===== src/rtl/ir_drive_commander_pkg.sv =====
// Shared types for the IR drive commander: drive modes, NEC key codes,
// the status byte layout and the proximity-nibble mapping.
package ir_drive_pkg;

    typedef enum logic [2:0] {
        ModeStop  = 3'd0,
        ModeFwd   = 3'd1,
        ModeLeft  = 3'd2,
        ModeBrake = 3'd3,
        ModeRight = 3'd4,
        ModeRev   = 3'd5
    } drive_mode_t;

    localparam logic [7:0] CMD_STOP   = 8'h00;
    localparam logic [7:0] CMD_SPD_DN = 8'h01;
    localparam logic [7:0] CMD_FWD    = 8'h02;
    localparam logic [7:0] CMD_SPD_UP = 8'h03;
    localparam logic [7:0] CMD_LEFT   = 8'h04;
    localparam logic [7:0] CMD_BRAKE  = 8'h05;
    localparam logic [7:0] CMD_RIGHT  = 8'h06;
    localparam logic [7:0] CMD_REV    = 8'h08;

    typedef struct packed {
        logic [3:0] prox;
        logic [2:0] mode;
        logic       marker;
    } status_byte_t;

    function automatic logic [3:0] prox_nibble(input logic [7:0] prox);
        if (prox > 8'd63) begin
            return 4'hF;
        end else if (prox < 8'd4) begin
            return 4'h0;
        end else begin
            return prox[5:2];
        end
    endfunction

    function automatic logic is_drive_mode(input drive_mode_t m);
        case (m)
            ModeFwd, ModeLeft, ModeRight, ModeRev: return 1'b1;
            default:                               return 1'b0;
        endcase
    endfunction

endpackage


===== src/rtl/ir_drive_commander_status_tx_scheduler.sv =====
// Status byte launcher: periodic trigger counter, one coalescing pending bit,
// and valid/ready holding toward uart_tx.
module status_tx_scheduler #(
    parameter int unsigned TELEM_PERIOD = 5_000_000
) (
    input  logic       clk_i,
    input  logic       reset_i,
    input  logic       mode_change_i,
    input  logic [7:0] status_i,
    input  logic       tx_ready_i,
    output logic       tx_valid_o,
    output logic [7:0] tx_data_o
);

    localparam int unsigned PerW = (TELEM_PERIOD > 1) ? $clog2(TELEM_PERIOD) : 1;
    localparam logic [PerW-1:0] PerLast = PerW'(TELEM_PERIOD - 1);
    localparam logic [PerW-1:0] PerOne  = PerW'(1);

    logic [PerW-1:0] period_q, period_d;
    logic            period_wrap;
    logic            trigger;
    logic            valid_q, valid_d;
    logic            pending_q, pending_d;
    logic [7:0]      data_q, data_d;

    always_comb begin
        period_wrap = (period_q == PerLast);
        period_d    = period_wrap ? '0 : period_q + PerOne;
        trigger     = mode_change_i | period_wrap;

        valid_d   = valid_q;
        data_d    = data_q;
        pending_d = pending_q;
        if (valid_q) begin
            if (tx_ready_i) begin
                valid_d = 1'b0;
            end
            if (trigger) begin
                pending_d = 1'b1;
            end
        end else if (trigger || pending_q) begin
            // Launch samples the live status, so a pending byte reflects current state.
            valid_d   = 1'b1;
            data_d    = status_i;
            pending_d = 1'b0;
        end
    end

    always_ff @(posedge clk_i) begin
        if (reset_i) begin
            period_q  <= '0;
            valid_q   <= 1'b0;
            pending_q <= 1'b0;
            data_q    <= 8'h00;
        end else begin
            period_q  <= period_d;
            valid_q   <= valid_d;
            pending_q <= pending_d;
            data_q    <= data_d;
        end
    end

    assign tx_valid_o = valid_q;
    assign tx_data_o  = data_q;

endmodule


===== src/rtl/ir_drive_commander.sv =====
// NEC frame validation, key-to-drive-mode mapping, dead-man brake and status streaming.
// Define IRCMD_RAMP_EN to ramp the duty outputs toward the target instead of stepping.
module ir_drive_commander
    import ir_drive_pkg::*;
#(
    parameter int unsigned DUTY_W         = 7,
    parameter int unsigned DUTY_INIT      = 20,
    parameter int unsigned DUTY_STEP      = 4,
    parameter int unsigned DUTY_MAX       = 100,
    parameter int unsigned TIMEOUT_CYCLES = 6_000_000,
    parameter int unsigned TELEM_PERIOD   = 5_000_000,
    parameter int unsigned ADDR_CHECK     = 1,
    parameter logic [15:0] EXP_ADDR       = 16'h6B86,
    parameter int unsigned RAMP_PERIOD    = 50_000
) (
    input  logic              clk_i,
    input  logic              reset_i,
    input  logic              frame_valid_i,
    input  logic [31:0]       frame_i,
    input  logic [7:0]        prox_i,
    output logic [2:0]        mode_o,
    output logic [DUTY_W-1:0] duty1_o,
    output logic [DUTY_W-1:0] duty2_o,
    output logic              timeout_flag_o,
    output logic              tx_valid_o,
    input  logic              tx_ready_i,
    output logic [7:0]        tx_data_o
);

    localparam int unsigned DW1 = DUTY_W + 1;
    localparam logic [DUTY_W:0]   StepExt  = DW1'(DUTY_STEP);
    localparam logic [DUTY_W:0]   MaxExt   = DW1'(DUTY_MAX);
    localparam logic [DUTY_W-1:0] DutyInit = DUTY_W'(DUTY_INIT);
    localparam int unsigned DmW = (TIMEOUT_CYCLES > 1) ? $clog2(TIMEOUT_CYCLES) : 1;
    localparam logic [DmW-1:0] DmLast = DmW'(TIMEOUT_CYCLES - 1);
    localparam logic [DmW-1:0] DmOne  = DmW'(1);

    drive_mode_t       mode_q, mode_d, key_mode;
    logic [DmW-1:0]    dm_q, dm_d;
    logic              timeout_q, timeout_d;
    logic [DUTY_W-1:0] target_q, target_d;
    logic [DUTY_W:0]   duty_ext, duty_up, duty_dn;
    logic [7:0]        cmd;
    logic              addr_ok, accept;
    logic              key_is_mode, key_is_drive, spd_up, spd_dn;
    logic              mode_change;
    status_byte_t      status;

    assign cmd     = frame_i[23:16];
    assign addr_ok = (ADDR_CHECK == 0) || (frame_i[15:0] == EXP_ADDR);
    assign accept  = frame_valid_i && (frame_i[31:24] == ~cmd) && addr_ok;

    always_comb begin
        key_mode    = ModeStop;
        key_is_mode = 1'b0;
        spd_up      = 1'b0;
        spd_dn      = 1'b0;
        case (cmd)
            CMD_STOP:   begin key_mode = ModeStop;  key_is_mode = 1'b1; end
            CMD_FWD:    begin key_mode = ModeFwd;   key_is_mode = 1'b1; end
            CMD_LEFT:   begin key_mode = ModeLeft;  key_is_mode = 1'b1; end
            CMD_BRAKE:  begin key_mode = ModeBrake; key_is_mode = 1'b1; end
            CMD_RIGHT:  begin key_mode = ModeRight; key_is_mode = 1'b1; end
            CMD_REV:    begin key_mode = ModeRev;   key_is_mode = 1'b1; end
            CMD_SPD_UP: spd_up = 1'b1;
            CMD_SPD_DN: spd_dn = 1'b1;
            default:    ;
        endcase
        key_is_drive = key_is_mode && is_drive_mode(key_mode);
    end

    always_comb begin
        duty_ext = {1'b0, target_q};
        duty_up  = duty_ext + StepExt;
        if (duty_up > MaxExt) begin
            duty_up = MaxExt;
        end
        duty_dn = (duty_ext < StepExt) ? '0 : duty_ext - StepExt;
        if (duty_dn > MaxExt) begin
            duty_dn = MaxExt;
        end
    end

    always_comb begin
        mode_d    = mode_q;
        dm_d      = dm_q;
        timeout_d = timeout_q;
        target_d  = target_q;

        if (accept && spd_up) begin
            target_d = duty_up[DUTY_W-1:0];
        end else if (accept && spd_dn) begin
            target_d = duty_dn[DUTY_W-1:0];
        end
        if (accept && key_is_mode) begin
            mode_d = key_mode;
        end
        if (accept && key_is_drive) begin
            timeout_d = 1'b0;
        end

        if (!is_drive_mode(mode_q)) begin
            dm_d = '0;
        end else if (accept && key_is_drive) begin
            dm_d = '0;
        end else if (dm_q == DmLast) begin
            dm_d = '0;
            // A mode key landing on the expiry cycle takes precedence over the brake.
            if (!(accept && key_is_mode)) begin
                mode_d    = ModeBrake;
                timeout_d = 1'b1;
            end
        end else begin
            dm_d = dm_q + DmOne;
        end
    end

    always_ff @(posedge clk_i) begin
        if (reset_i) begin
            mode_q    <= ModeStop;
            dm_q      <= '0;
            timeout_q <= 1'b0;
            target_q  <= DutyInit;
        end else begin
            mode_q    <= mode_d;
            dm_q      <= dm_d;
            timeout_q <= timeout_d;
            target_q  <= target_d;
        end
    end

    assign mode_change = (mode_d != mode_q);

    always_comb begin
        status.prox   = prox_nibble(prox_i);
        status.mode   = mode_d;
        status.marker = 1'b1;
    end

    status_tx_scheduler #(
        .TELEM_PERIOD (TELEM_PERIOD)
    ) u_status_tx (
        .clk_i         (clk_i),
        .reset_i       (reset_i),
        .mode_change_i (mode_change),
        .status_i      (status),
        .tx_ready_i    (tx_ready_i),
        .tx_valid_o    (tx_valid_o),
        .tx_data_o     (tx_data_o)
    );

`ifdef IRCMD_RAMP_EN
    localparam int unsigned RampW = (RAMP_PERIOD > 1) ? $clog2(RAMP_PERIOD) : 1;
    localparam logic [RampW-1:0] RampLast = RampW'(RAMP_PERIOD - 1);
    localparam logic [RampW-1:0] RampOne  = RampW'(1);
    localparam logic [DUTY_W-1:0] DutyOne = DUTY_W'(1);

    logic [RampW-1:0]  ramp_q, ramp_d;
    logic [DUTY_W-1:0] duty_q, duty_d;
    logic              ramp_tick, snap;

    always_comb begin
        ramp_tick = (ramp_q == RampLast);
        ramp_d    = ramp_tick ? '0 : ramp_q + RampOne;
        snap      = mode_change && ((mode_d == ModeStop) || (mode_d == ModeBrake));
        duty_d    = duty_q;
        if (snap) begin
            duty_d = target_d;
        end else if (ramp_tick) begin
            if (duty_q < target_q) begin
                duty_d = duty_q + DutyOne;
            end else if (duty_q > target_q) begin
                duty_d = duty_q - DutyOne;
            end
        end
    end

    always_ff @(posedge clk_i) begin
        if (reset_i) begin
            ramp_q <= '0;
            duty_q <= DutyInit;
        end else begin
            ramp_q <= ramp_d;
            duty_q <= duty_d;
        end
    end

    assign duty1_o = duty_q;
    assign duty2_o = duty_q;
`else
    logic unused_ramp_cfg;
    assign unused_ramp_cfg = ^RAMP_PERIOD;

    assign duty1_o = target_q;
    assign duty2_o = target_q;
`endif

    assign mode_o         = mode_q;
    assign timeout_flag_o = timeout_q;

endmodule


===== config.mk =====
export PLATFORM = sky130hd
export DESIGN_NAME = ir_drive_commander
export DESIGN_NICKNAME = d
export VERILOG_FILES = /design/src/rtl/ir_drive_commander_pkg.sv /design/src/rtl/ir_drive_commander_status_tx_scheduler.sv /design/src/rtl/ir_drive_commander.sv
export SDC_FILE = /design/constraint.sdc
export NUM_CORES = 1
export LEC_CHECK = 0
export BUFFER_PORTS_ARGS = -buffer_cell sky130_fd_sc_hd__buf_2
export CORE_MARGIN = 3
export CORE_UTILIZATION = 55
export DETAILED_ROUTE_END_ITERATION = 12
export GPL_TIMING_DRIVEN = 0
export PLACE_DENSITY = 0.8
export SETUP_SLACK_MARGIN = 0.2
export SYNTH_ARGS = -nofsm -noshare
export SYNTH_HDL_FRONTEND = slang
export SYNTH_SLANG_ARGS = --single-unit

===== constraint.sdc =====
create_clock -name clk_i -period 3.9 [get_ports clk_i]
set_clock_uncertainty 0.1 [all_clocks]
set_input_delay 0.78 -clock clk_i [delete_from_list [all_inputs] [get_ports clk_i]]
set_output_delay 0.78 -clock clk_i [all_outputs]
set_load 0.02 [all_outputs]

==> results.yml <==
critical_path:
  cp_num_buf_inv: 1
  crit_path_start: "frame_i[20]"
  reg2reg_to: "u_status_tx.tx_data_o[2]$_SDFFE_PP0P_"
  rrSetupSlack_ns: 1.03
  path_cells: "buf_2, nor4_4, nand4_1, or4_4, or2_1, o31a_1, o21ai_4, mux2_4"
  cp_slowest_cell: "or4_4"
  critPathArrivalTime_ns: 3.30
  endpoint: "u_status_tx.tx_data_o[2]$_SDFFE_PP0P_"
  cp-end-kind: "flop"
  worstPathMaxFanout: 8
  rr_worst_depth: 8
  criticalPathCategory: "in2reg"
  cpPeakStageDelay_ns: 0.59
  critPathLaunchType: "input port"
  worstReg2RegStart: "dm_q[0]$_SDFF_PP0_"
  crit_cells: 8
  required_ns: 4.03
  path_delay_family: "simple AND/OR/NAND/NOR gates"
floorplanning:
  num_rows: 29
  die_w_um: 87.4
  dieArea_mm2: 0.00763
  num_io_pins: 71
  die_y_um: 87.4
  coreArea_mm2: 0.00639
  start_util_pct: 57.0
pwr:
  power_switching_mw: 0.316
  p_per_area_mw_per_mm2: 340
  p_int_mw: 1.15
  pwr-share-seq_pct: 47.0
  peakVddDrop_mv: 0.356
  pwr-share-clk_pct: 48.1
  total_leakage_power_nw: 1.62
  power.total_mw: 1.46
  sw_frac_of_total_pct: 21.6
  combPwrFrac_pct: 4.8
finish:
  seqCellArea_mm2: 0.00134
  drive_gt1_share_pct: 20.7
  n_fill_cell: 518
  n_antenna_cell: 0
  stdcell_area_mm2: 0.00431
  area_growth_pct: 18.2
  nNetsFinal: 565
  multi_input_area_mm2: 0.00213
timing:
  fmax_mhz: 315
  setup_violations: 0
  fin_crit_sh_pct: 81.5
  period_needed_ns: 3.18
  max-slew-margin-rel_pct: 57.6
  hold_viol_final: 0
  rsz0062_at_grt: "false"
  final.setup.tns_ns: 0
  slew_violations: 0
  worstMarginPinSlew_ns: 0.630
clocking:
  htreeDepth: 3
  cts_buffers: 9
  tritoncts: "done"
  hold_buffers: 0
  post-cts-setup-buffer-count: 0
  cts.sinks: 67
  clk-insertion-delay-late_ns: 0.34
  cts_resized: 0
  path_clk_slew_ns: 0.07
  cts_root_buf: "clkbuf_8"
  ctsLongestPathBuffers: 2
synth:
  synth_edf_count: 0
  syn_area_mm2: 0.00364
  avgSynthCellArea_um2: 8.26
  synth_seq_cells: 67
  syn-instance-count: 441
  async_reset_ff_share_pct: 0
  synth_ff_type: "dfxtp_1"
  yosysUniqueCellTypes: 59
  ys_seq_area_share_pct: 36.8
  synth_nets: 490
  ys_warn_count: 0
placed_design:
  placed_area_mm2: 0.00406
  portBuffers: 64
  dp_hpwl_mm: 5.81
  place_congestion: 0.902
global_route:
  antenna_found_initial: 0
  grt_usage_pct: 20.8
  grt_pass1_vias: 2988
  grt_pass1_wl_mm: 12.9
  overflow: 0
  grt_max_degree: 14
min_path:
  hold_path_startpoint: "dm_q[0]$_SDFF_PP0_"
  min_path_type: "reg2reg"
route:
  vias: 3373
  wirelength_mm: 7.81
  drt_iter0_drc: 141
  drc_errors: 0
  viasPerCell: 5.64
  ant_nets: 0
  post_drt_wl_per_cell_um: 13.1
  drt_pass1_iterations: 4
flow_run:
  cap_violations: 0
run_status:
  status: "finished clean"
## cell type report
| type | count | area share [%] |
|---|---|---|
| tap | 77 | 2.24 |
| inverter | 12 | 1.05 |
| timing repair buffer | 64 | 7.44 |
| clock buffer | 9 | 2.88 |
| buffer | 24 | 2.79 |
| clock inverter | 7 | 2.88 |
| sequential | 67 | 31.2 |
| multi-input combinational | 338 | 49.6 |
## worst min path at each step
stage,slack [ns],to,cells past startpoint
floorplan,0.31,dm_q[0]$_SDFF_PP0_,1
global placement,0.32,dm_q[0]$_SDFF_PP0_,1
detailed placement,0.35,dm_q[0]$_SDFF_PP0_,1
CTS,0.36,dm_q[0]$_SDFF_PP0_,1
global route,0.38,dm_q[0]$_SDFF_PP0_,1
finish,0.36,dm_q[0]$_SDFF_PP0_,1
## through the flow
step                setup slack [ns]  utilization [%]  hold WS, ns  cells
floorplan                      0.679                -        0.313    441
global placement               0.401             63.5        0.324    582
detailed placement             0.360             63.5        0.350    582
CTS                            0.724             67.4        0.360    598
global route                   0.495             67.4        0.381    598
finish                         0.723             67.4        0.360    598
## layer usage
layer / GRT usage (%) / vias to the layer above / part of all wire (%)
li1: - / 1701 / -
met1: 25.7 / 1552 / 44
met2: 35.5 / 108 / 49
met3: 5.87 / 12 / 5.7
met4: 5.30 / 0 / 1.1
met5: 0 / - / 0
## synthesized netlist by cell type (all sizes together), types with 4 or more instances
cell,n,share of area (%)
nor2,68,7.0
dfxtp,67,37
nand2,36,3.7
xor2,34,8.2
nand3,17,2.3
nor3,16,2.2
xnor2,14,3.4
and3,13,2.2
clkbuf,13,1.3
nand4,13,2.2
o21ai,13,2.1
a21oi,12,1.6
inv,12,1.2
buf,11,2.0
or3,8,1.4
a211oi,7,1.7
nor4,6,1.4
and2,5,0.86
ha,5,1.7
nand2b,5,0.86
nor2b,5,0.86
nor3b,5,1.0
nor4b,5,1.2
o211a,4,1.1
or2,4,0.69
or4,4,1.0
## flip-flops by register name, indices dropped and copies added (netlist names)
register / cells
mode_o: 3
u_status_tx.tx_valid_o: 1
duty1_o: 7
dm_q: 23
u_status_tx.pending_q: 1
u_status_tx.period_q: 23
timeout_flag_o: 1
u_status_tx.tx_data_o: 8
## power by group through the flow
stage,registers [mW],logic (mW),clock network [mW]
5_1_grt,0.689,0.0800,0.757
3_5_place_dp,0.705,0.0708,0
3_3_place_gp,0.704,0.0693,0
4_1_cts,0.689,0.0710,0.714
2_1_floorplan,0.704,0.0403,0
6_report,0.689,0.0709,0.704
## cell usage in the layout, fill, tap and decap left out, types with 3 or more instances in the layout
cell type	Yosys	layout
nor2_1	68	68
buf_2	3	67
dfxtp_1	67	67
nand2_1	36	36
xor2_1	34	34
nand3_1	17	17
nor3_1	16	16
xnor2_1	14	14
clkbuf_1	13	13
nand4_1	13	13
and3_1	13	13
inv_1	12	12
o21ai_0	12	12
a21oi_1	12	12
clkbuf_8	0	9
or3_1	7	7
buf_4	7	7
nor4_1	5	5
nor4b_1	5	5
nor3b_1	5	5
nand2b_1	5	5
nor2b_1	5	5
a211oi_1	5	5
and2_1	5	5
ha_1	5	5
o211a_1	4	4
a31oi_1	3	3
or2_2	3	3
a311oi_1	3	3
mux2_4	3	3
bufinv_16	0	3
## worst reg2reg max path, cell delays in order (launching register included)
cell and delay, ns:
dfxtp_1 0.36, ha_1 0.21, and4_1 0.32, nand2_1 0.10
nor4_1 0.59, o2111ai_1 0.27, a31o_4 0.33, o21ai_4 0.14
mux2_4 0.33
## cell families (layout without fill, tap and decap cells)
kind of cell	after synthesis	count (layout)	share of synthesized area, %
muxes	4	4	1.51
DFF	67	67	36.8
and+or+nand+nor	215	215	30.4
adders and majority gates	5	5	1.72
buffers and inverters	36	116	4.54
AOI/OAI and AO/OA	66	66	13.5
xor gates and xnor gates	48	48	11.5
Note: power is estimated with default switching activity, not from simulation.
